**config.mk**
```make
export PLATFORM = sky130hd
export DESIGN_NAME = popcnt_seq
export DESIGN_NICKNAME = d
export VERILOG_FILES = /design/src/rtl/popcnt_seq.sv
export SDC_FILE = /design/constraint.sdc
export NUM_CORES = 1
export LEC_CHECK = 0
export CAP_MARGIN = 0
export CORE_AREA = 2 2 102 104
export DETAILED_ROUTE_END_ITERATION = 12
export DIE_AREA = 0 0 104 106
export GPL_TIMING_DRIVEN = 1
export MAX_ROUTING_LAYER = met4
export PLACE_DENSITY = 0.76
export SLEW_MARGIN = 40
export SYNTH_ARGS = -nofsm -noshare
export SYNTH_HDL_FRONTEND = slang
export SYNTH_SLANG_ARGS = --single-unit
```
**constraint.sdc**
```tcl
create_clock -name clk -period 4.3 [get_ports clk]
set_input_delay 0.86 -clock clk [delete_from_list [all_inputs] [get_ports clk]]
set_output_delay 0.86 -clock clk [all_outputs]
set_load 0.01 [all_outputs]
```
**src/rtl/popcnt_seq.sv**
```systemverilog
// popcnt_seq: buffers a byte stream, feeds one byte at a time to a popcount stage and
// reports the summed bit count per block. Define POPCNT_SEQ_TIMEOUT_EN for the WAIT timeout.
module popcnt_seq #(
    parameter int unsigned NBYTES      = 4,
    parameter int unsigned FIFO_DEPTH  = 4,
    parameter int unsigned SUM_W       = 16,
    parameter int unsigned TIMEOUT_CYC = 32
) (
    input  logic             clk,
    input  logic             rst_n,
    input  logic             in_valid,
    output logic             in_ready,
    input  logic [7:0]       in_data,
    input  logic             in_last,
    output logic             pc_start,
    output logic [7:0]       pc_a,
    input  logic [7:0]       pc_p,
    input  logic             pc_done,
    output logic             out_valid,
    input  logic             out_ready,
    output logic [SUM_W-1:0] out_sum,
    output logic [7:0]       out_count,
    output logic             out_err
);
    localparam int unsigned AW = $clog2(FIFO_DEPTH);

    typedef enum logic [1:0] {StIdle, StLoad, StWait, StOut} state_e;

    // FIFO storage: {last, data}; pointers carry one extra wrap bit for full/empty.
    logic [8:0]       mem_q [FIFO_DEPTH];
    logic [AW:0]      wr_ptr_q, wr_ptr_d;
    logic [AW:0]      rd_ptr_q, rd_ptr_d;
    logic             fifo_empty, fifo_full;
    logic             push, pop;
    logic [8:0]       head;

    state_e           state_q, state_d;
    logic             pc_start_q, pc_start_d;
    logic [7:0]       pc_a_q, pc_a_d;
    logic             last_q, last_d;
    logic             first_wait_q, first_wait_d;
    logic [SUM_W-1:0] sum_q, sum_d;
    logic [7:0]       count_q, count_d;
    logic             out_valid_q, out_valid_d;
    logic [SUM_W-1:0] out_sum_q, out_sum_d;
    logic [7:0]       out_count_q, out_count_d;
    logic             byte_done;
    logic [SUM_W-1:0] add;

`ifdef POPCNT_SEQ_TIMEOUT_EN
    localparam int unsigned TW = (TIMEOUT_CYC > 1) ? $clog2(TIMEOUT_CYC) : 1;
    logic [TW-1:0]    wait_cnt_q, wait_cnt_d;
    logic             err_q, err_d;
    logic             out_err_q, out_err_d;
`endif

    assign fifo_empty = (wr_ptr_q == rd_ptr_q);
    assign fifo_full  = (wr_ptr_q[AW] != rd_ptr_q[AW]) &&
                        (wr_ptr_q[AW-1:0] == rd_ptr_q[AW-1:0]);
    assign in_ready   = !fifo_full;
    assign push       = in_valid && !fifo_full;
    assign head       = mem_q[rd_ptr_q[AW-1:0]];

    always_comb begin
        wr_ptr_d = push ? wr_ptr_q + 1'b1 : wr_ptr_q;
        rd_ptr_d = pop  ? rd_ptr_q + 1'b1 : rd_ptr_q;
    end

    always_ff @(posedge clk) begin
        if (push) begin
            mem_q[wr_ptr_q[AW-1:0]] <= {in_last, in_data};
        end
    end

    always_comb begin
        state_d      = state_q;
        pc_start_d   = 1'b0;
        pc_a_d       = pc_a_q;
        last_d       = last_q;
        first_wait_d = first_wait_q;
        sum_d        = sum_q;
        count_d      = count_q;
        out_valid_d  = out_valid_q;
        out_sum_d    = out_sum_q;
        out_count_d  = out_count_q;
        pop          = 1'b0;
        byte_done    = 1'b0;
        add          = '0;
`ifdef POPCNT_SEQ_TIMEOUT_EN
        wait_cnt_d   = wait_cnt_q;
        err_d        = err_q;
        out_err_d    = out_err_q;
`endif
        unique case (state_q)
            StIdle: begin
                if (!fifo_empty) begin
                    pop        = 1'b1;
                    pc_a_d     = head[7:0];
                    last_d     = head[8];
                    pc_start_d = 1'b1;
                    state_d    = StLoad;
                end
            end
            StLoad: begin
                first_wait_d = 1'b1;
                state_d      = StWait;
`ifdef POPCNT_SEQ_TIMEOUT_EN
                wait_cnt_d   = '0;
`endif
            end
            StWait: begin
                // A done still high from the previous operand is never taken.
                first_wait_d = 1'b0;
                if (!first_wait_q && pc_done) begin
                    byte_done = 1'b1;
                    add       = SUM_W'(pc_p);
                end
`ifdef POPCNT_SEQ_TIMEOUT_EN
                else if (wait_cnt_q == TW'(TIMEOUT_CYC - 1)) begin
                    byte_done = 1'b1;
                    err_d     = 1'b1;
                end else begin
                    wait_cnt_d = wait_cnt_q + 1'b1;
                end
`endif
                if (byte_done) begin
                    sum_d   = sum_q + add;
                    count_d = count_q + 8'd1;
                    if (last_q || count_d == 8'(NBYTES)) begin
                        state_d     = StOut;
                        out_valid_d = 1'b1;
                        out_sum_d   = sum_d;
                        out_count_d = count_d;
`ifdef POPCNT_SEQ_TIMEOUT_EN
                        out_err_d   = err_d;
`endif
                    end else begin
                        state_d = StIdle;
                    end
                end
            end
            StOut: begin
                if (out_ready) begin
                    out_valid_d = 1'b0;
                    sum_d       = '0;
                    count_d     = '0;
`ifdef POPCNT_SEQ_TIMEOUT_EN
                    err_d       = 1'b0;
`endif
                    state_d     = StIdle;
                end
            end
            default: state_d = StIdle;
        endcase
    end

    always_ff @(posedge clk) begin
        if (!rst_n) begin
            wr_ptr_q     <= '0;
            rd_ptr_q     <= '0;
            state_q      <= StIdle;
            pc_start_q   <= 1'b0;
            pc_a_q       <= '0;
            last_q       <= 1'b0;
            first_wait_q <= 1'b0;
            sum_q        <= '0;
            count_q      <= '0;
            out_valid_q  <= 1'b0;
            out_sum_q    <= '0;
            out_count_q  <= '0;
`ifdef POPCNT_SEQ_TIMEOUT_EN
            wait_cnt_q   <= '0;
            err_q        <= 1'b0;
            out_err_q    <= 1'b0;
`endif
        end else begin
            wr_ptr_q     <= wr_ptr_d;
            rd_ptr_q     <= rd_ptr_d;
            state_q      <= state_d;
            pc_start_q   <= pc_start_d;
            pc_a_q       <= pc_a_d;
            last_q       <= last_d;
            first_wait_q <= first_wait_d;
            sum_q        <= sum_d;
            count_q      <= count_d;
            out_valid_q  <= out_valid_d;
            out_sum_q    <= out_sum_d;
            out_count_q  <= out_count_d;
`ifdef POPCNT_SEQ_TIMEOUT_EN
            wait_cnt_q   <= wait_cnt_d;
            err_q        <= err_d;
            out_err_q    <= out_err_d;
`endif
        end
    end

    assign pc_start  = pc_start_q;
    assign pc_a      = pc_a_q;
    assign out_valid = out_valid_q;
    assign out_sum   = out_sum_q;
    assign out_count = out_count_q;
`ifdef POPCNT_SEQ_TIMEOUT_EN
    assign out_err   = out_err_q;
`else
    assign out_err   = 1'b0;
`endif

endmodule

```
==> results of run 1 <==
==> layout make-up <==
cell class / count / area (µm²) / area share
inverters: 8 / 30.0 / 0.00527
clock buffers: 9 / 124 / 0.0217
multi-input cells: 331 / 2240 / 0.394
flip-flops and latches: 104 / 2440 / 0.429
repair buffers: 63 / 613 / 0.108
well taps: 136 / 170 / 0.0299
clock inverters: 7 / 76.3 / 0.0134
==> worst max path at each step <==
stage                       end  slack, ns
global placement      sum_q[10]       0.62
floorplan           out_sum[12]       1.30
global route          sum_q[10]       0.65
finish                sum_q[10]       0.87
CTS                   sum_q[10]       0.90
detailed placement    sum_q[10]       0.51
==> per-stage QoR <==
stage,worst slack [ns],util
final,0.871,0.570
after global routing,0.647,0.570
after CTS,0.897,0.570
after detailed placement,0.511,0.550
after global placement,0.623,0.550
after floorplan,1.30,-
==> cell families after synthesis <==
logic type	Yosys count	share of synthesized area
buffers and inverters	38	0.0363
flip-flops	104	0.503
XOR/XNOR	26	0.0469
adder cells (fa/ha/maj)	20	0.0531
AND/OR/NAND/NOR	154	0.152
multiplexers	10	0.0438
AO/OA/AOI/OAI	120	0.164
other	1	0.000773
==> critical path: cells and delay by family <==
| kind | cells | cell delay (ns) |
|---|---|---|
| AND/OR/NAND/NOR | 4 | 1.10 |
| AO/OA/AOI/OAI | 4 | 0.81 |
| adder cells (fa/ha/maj) | 2 | 0.44 |
| buffers and inverters | 1 | 0.51 |
==> Yosys cell counts, types with 2 or more instances <==
cell      count
buf_4         3
and2_1       12
a211oi_1      5
o21ai_1       2
o211ai_1      3
ha_1         19
nor4_1        2
nand4_1       6
buf_1         2
and3b_1       2
a31oi_1       4
a311oi_1      3
buf_2         5
nand2_1      46
nand3_1      17
o21ai_0      32
and3_1        8
or3_1         8
nand3b_1      2
xor2_1       10
inv_1         7
or4_1         2
a21oi_1      41
mux4_2        9
a211oi_2      9
a22oi_1       7
nand2b_1      4
clkbuf_1     17
a21o_1        3
buf_6         2
nor3_1        3
xnor2_1      16
dfxtp_1      68
nor2_1       40
edfxtp_1     36
==> power breakdown <==
| part | switching, mW | total, mW | internal (mW) | leakage [nW] |
|---|---|---|---|---|
| clock | 0.378 | 0.608 | 0.230 | 0.101 |
| sequential | 0.0623 | 1.17 | 1.11 | 0.881 |
| combinational | 0.384 | 0.667 | 0.282 | 0.989 |
==> flip-flops by register name (all words and copies together) (netlist names) <==
signal / count
out_count: 8
count_q: 8
mem_q: 36
pc_a: 8
sum_q: 16
out_sum: 16
last_q: 1
pc_start: 1
out_valid: 1
rd_ptr_q: 3
first_wait_q: 1
state_q: 2
wr_ptr_q: 3
==> routing by layer <==
| layer | up-vias | global-route usage | wire [µm] |
|---|---|---|---|
| li1 | 1799 | - | - |
| met1 | 1774 | 0.233 | 4450 |
| met2 | 86 | 0.347 | 5270 |
| met3 | 9 | 0.0497 | 481 |
| met4 | 0 | 0.0512 | 82 |
| met5 | - | - | 0 |
==> results.toml, run 1 <==
[cts]
clock_path_buffers = 2
cts_resized = 0
cts-root-buf = "clkbuf_8"
h-tree-depth = 3
clkLatencyLatePin_ns = 0.37
cts.reportedPaths.clkPinSlew_ns = 0.11
clock-sinks = 104
cts_buffers = 9
cts_tree = "done"
holdBufCountCts = 0
postCtsSetupBuffers = 0

[power_and_ir_drop]
peakVddDrop_mv = 0.285
power_mw = 2.44
powerDensity_nw_per_um2 = 429
leakagePower_nw = 1.97

[run]
cap_violations = 0

[grt]
gr-usage-all-layers = 0.199
grt_pass1_vias = 3580
antenna_found_initial = 0
grt-ovfl-total = 0
grt_max_degree = 41
grt_pass1_wl_um = 17200

[worst_hold_path]
hold_start = "out_sum[6]"
hold_class = "flip-flop to flip-flop"
holdPathEnd = "out_sum[6]"
hold_path_depth = 2

[cells_and_area]
layout-area-overhead-vs-synth_pct = 17.4
instances_no_fill = 658
drive_above_1_share = 0.0824
nets = 559
fin_area_um2 = 5700
fill_cells = 888
most-common-layout-cells = "dfxtp_1 (68), clkdlybuf4s50_1 (56), nand2_1 (46)"
antenna_cells = 0
final_common_cell = "dfxtp_1"

[sta]
fmax_mhz = 292
slew_violations = 0
holdWs_ns = 0.465
min_period_ns = 3.43
skew_ns = 0.0122
rsz0062_at_grt = "no"
setup_viol = 0
fin_tns_setup_ns = 0
worstMarginPinSlew_ns = 0.758
post-route-period-util = 0.797
hold_violations = 0
slew_headroom = 0.491

[placed_design]
numPortBuffers = 56
gp_congestion = 0.963
hpwl_um = 7120
post-place-cells = 642
dpl_cell_area_um2 = 5500

[floorplan]
die_w_um = 104
fp.dieArea_um2 = 11000
die_h_um = 106
num_rows = 37
core_um2 = 10000
ios = 58
initial_core_util = 0.485

[critical_path]
critPathSlowestCell = "clkdlybuf4s50_1"
path_max_fanout = 8
reg2reg_slack_ns = 1.18
crit_path_max_incr_delay_ns = 0.51
worstSetupStartpointType = "input pin"
cp.required_ns = 4.59
regToRegEndpoint = "out_sum[8]"
path_class = "input pin to flip-flop"
r2r-start = "count_q[0]"
cp_cell_sequence = "clkdlybuf4s50_1 -> nor2b_1 -> and2_1 -> ha_1 -> fa_1 -> a211oi_1 -> o21ai_0 -> o211a_1 -> nand3_1 -> or3_1 -> a31oi_1"
worst_setup_path_end_kind = "flip-flop"
r2r_cells = 8
crit_start = "pc_done"
crit_arrival_ns = 3.72

[routing]
drt_wl_total_um = 10300
routedWlPerCell_um = 15.6
remaining_drc_errors = 0
vias_per_cell = 5.57
drtIter0Drc = 147
final_antenna_net_count = 0
drt-pass1-iter-count = 4
num_vias = 3668

[logic_synthesis]
synth_ff_type = "dfxtp_1"
yosys_warnings = 0
syn_area_um2 = 4850
async_reset_ff_frac = 0
ys_ff_latch = 104
avgSynthCellArea_um2 = 10.3
netlist_instances = 473
ys_types = 53
ys_top_cells_by_area = "dfxtp_1 (28%), edfxtp_1 (22%), ha_1 (4.9%), a21oi_1 (4.2%), mux4_2 (4.2%)"
synth.largest_area_cell = "dfxtp_1"
synth-edff-count = 36
synth_fp_nets = 515
synth_top_area_frac = 0.280
ys_seq_area_frac = 0.503

[run_status]
run_status = "complete, no violations"
No activity file was read; power rests on OpenSTA's default activity.
==> run 2, diff against run 1 <==
- clock period: 4.3 -> 3.5 ns (I/O delays scaled with it)
==> run 2 against run 1 <==
Wire length is 1.7% lower; global-route usage is 0.74 points lower; flip-flop and latch count stayed put; setup slack worse by 0.46 ns; non-clock buffer count is 2 higher; first-iteration DRC count is 27% higher; power is 24% higher; sequential power is 23% higher; clock-buffer cell count stayed put; register-to-register slack worse by 0.54 ns; highest routed layer unchanged.
==> results.toml, run 2 (same netlist as run 1, synthesis figures left out) <==
[run_status]
run_status = "complete, no violations"

[sta]
min_period_ns = 3.09
rsz0062_at_grt = "no"
fin_tns_setup_ns = 0
skew_ns = 0.0127
slew_headroom = 0.577
setup_viol = 0
worstMarginPinSlew_ns = 0.630
hold_violations = 0
fmax_mhz = 323
slew_violations = 0
setup_slack_ns = 0.407
post-route-period-util = 0.884

[routing]
final_antenna_net_count = 0
vias_per_cell = 5.45
drt_wl_total_um = 10100
num_vias = 3598
routedWlPerCell_um = 15.3
remaining_drc_errors = 0
drt-pass1-iter-count = 4
drtIter0Drc = 187

[critical_path]
path_max_fanout = 12
crit_arrival_ns = 3.36
path_class = "input pin to flip-flop"
worstSetupStartpointType = "input pin"
worst_setup_path_end_kind = "flip-flop"
cp.required_ns = 3.77

[cells_and_area]
instances_no_fill = 660
layout-area-overhead-vs-synth_pct = 18.2
most-common-layout-cells = "dfxtp_1 (68), clkdlybuf4s50_1 (56), nand2_1 (46)"
final_common_cell = "dfxtp_1"
antenna_cells = 0
nets = 561
final_util = 0.574
largest_register_ffs = 36
drive_above_1_share = 0.0878

[floorplan]
die_w_um = 104
die_h_um = 106
fp.dieArea_um2 = 11000
ios = 58
core_um2 = 10000
num_rows = 37
initial_core_util = 0.485

[grt]
gr-usage-all-layers = 0.192
grt_max_degree = 48
grt-ovfl-total = 0
grt_pass1_wl_um = 16500
antenna_found_initial = 0
grt_pass1_vias = 3384

[cts]
postCtsSetupBuffers = 0
clock-sinks = 104
cts_resized = 0
clock_path_buffers = 2
cts_tree = "done"
holdBufCountCts = 0
clkLatencyLatePin_ns = 0.37
cts.reportedPaths.clkPinSlew_ns = 0.11
cts-root-buf = "clkbuf_8"
cts_buffers = 9
h-tree-depth = 3

[placed_design]
post-place-cells = 644
hpwl_um = 6940
gp_congestion = 0.899
place_ws_ns = 0.0234
numPortBuffers = 56

[power_and_ir_drop]
peakVddDrop_mv = 0.403
power_mw = 3.04
seqPwrFrac = 0.472
pwr-share-clk = 0.259
powerDensity_nw_per_um2 = 530
internal_power_mw = 2.06
p_switching_mw = 0.983
combPwrFrac = 0.269
p_sw_frac = 0.323
leakagePower_nw = 1.99

[run]
cap_violations = 0

[worst_hold_path]
hold_class = "flip-flop to flip-flop"
run 2: cell count changes in the layout (fill, tap and decap cells not counted), sizes merged:
cell / change
clkinv: -2
clkinvlp: +1
bufinv: +1
buf: +2
run 2: worst paths after layout:
check,start,to,slack [ns],cells after the start
hold / removal,out_count[1],out_count[1],0.46,2
setup / recovery,pc_done,out_sum[10],0.41,12
hold reg to reg,out_count[1],out_count[1],0.46,2
setup reg to reg,count_q[0],out_sum[8],0.64,8
run 2: layer usage:
layer,track usage,share of wire,vias to the layer above
met4,0.0782,0.021,0
met5,-,0,-
met1,0.243,0.45,1683
met3,0.0356,0.045,15
li1,-,-,1800
met2,0.307,0.49,100
run 2: stage by stage:
| step | hold WS, ns | instance area (µm²) |
|---|---|---|
| final | 0.462 | 5740 |
| after CTS | 0.467 | 5740 |
| after global routing | 0.482 | 5740 |
| after detailed placement | 0.452 | 5530 |
| after global placement | 0.444 | 5530 |
| after floorplan | 0.436 | 4850 |
run 2: critical path: stages:
cell and delay [ns]:
clkdlybuf4s50_1 0.46, nor2b_1 0.15, buf_4 0.16, and2_1 0.16, ha_1 0.22, fa_1 0.41
a211oi_1 0.31, o21ai_0 0.17, o211a_1 0.21, nand3_1 0.16, xor2_1 0.18, a21oi_1 0.08
run 2: layout make-up:
cell class                 instances  area [µm²]
timing repair buffer              65         641
tap                              136         170
inverter                           8        30.0
sequential                       104        2440
clock buffer                       9         124
multi-input combinational        331        2240
clock inverter                     7        86.3
fill                             874        4260
run 2: power by group through the flow:
stage	combinational [mW]	clock (mW)	sequential [mW]
2_1_floorplan	0.528	0	1.46
3_3_place_gp	0.802	0	1.46
3_5_place_dp	0.820	0	1.46
4_1_cts	0.825	0.811	1.44
6_report	0.820	0.787	1.44
5_1_grt	0.900	0.855	1.45
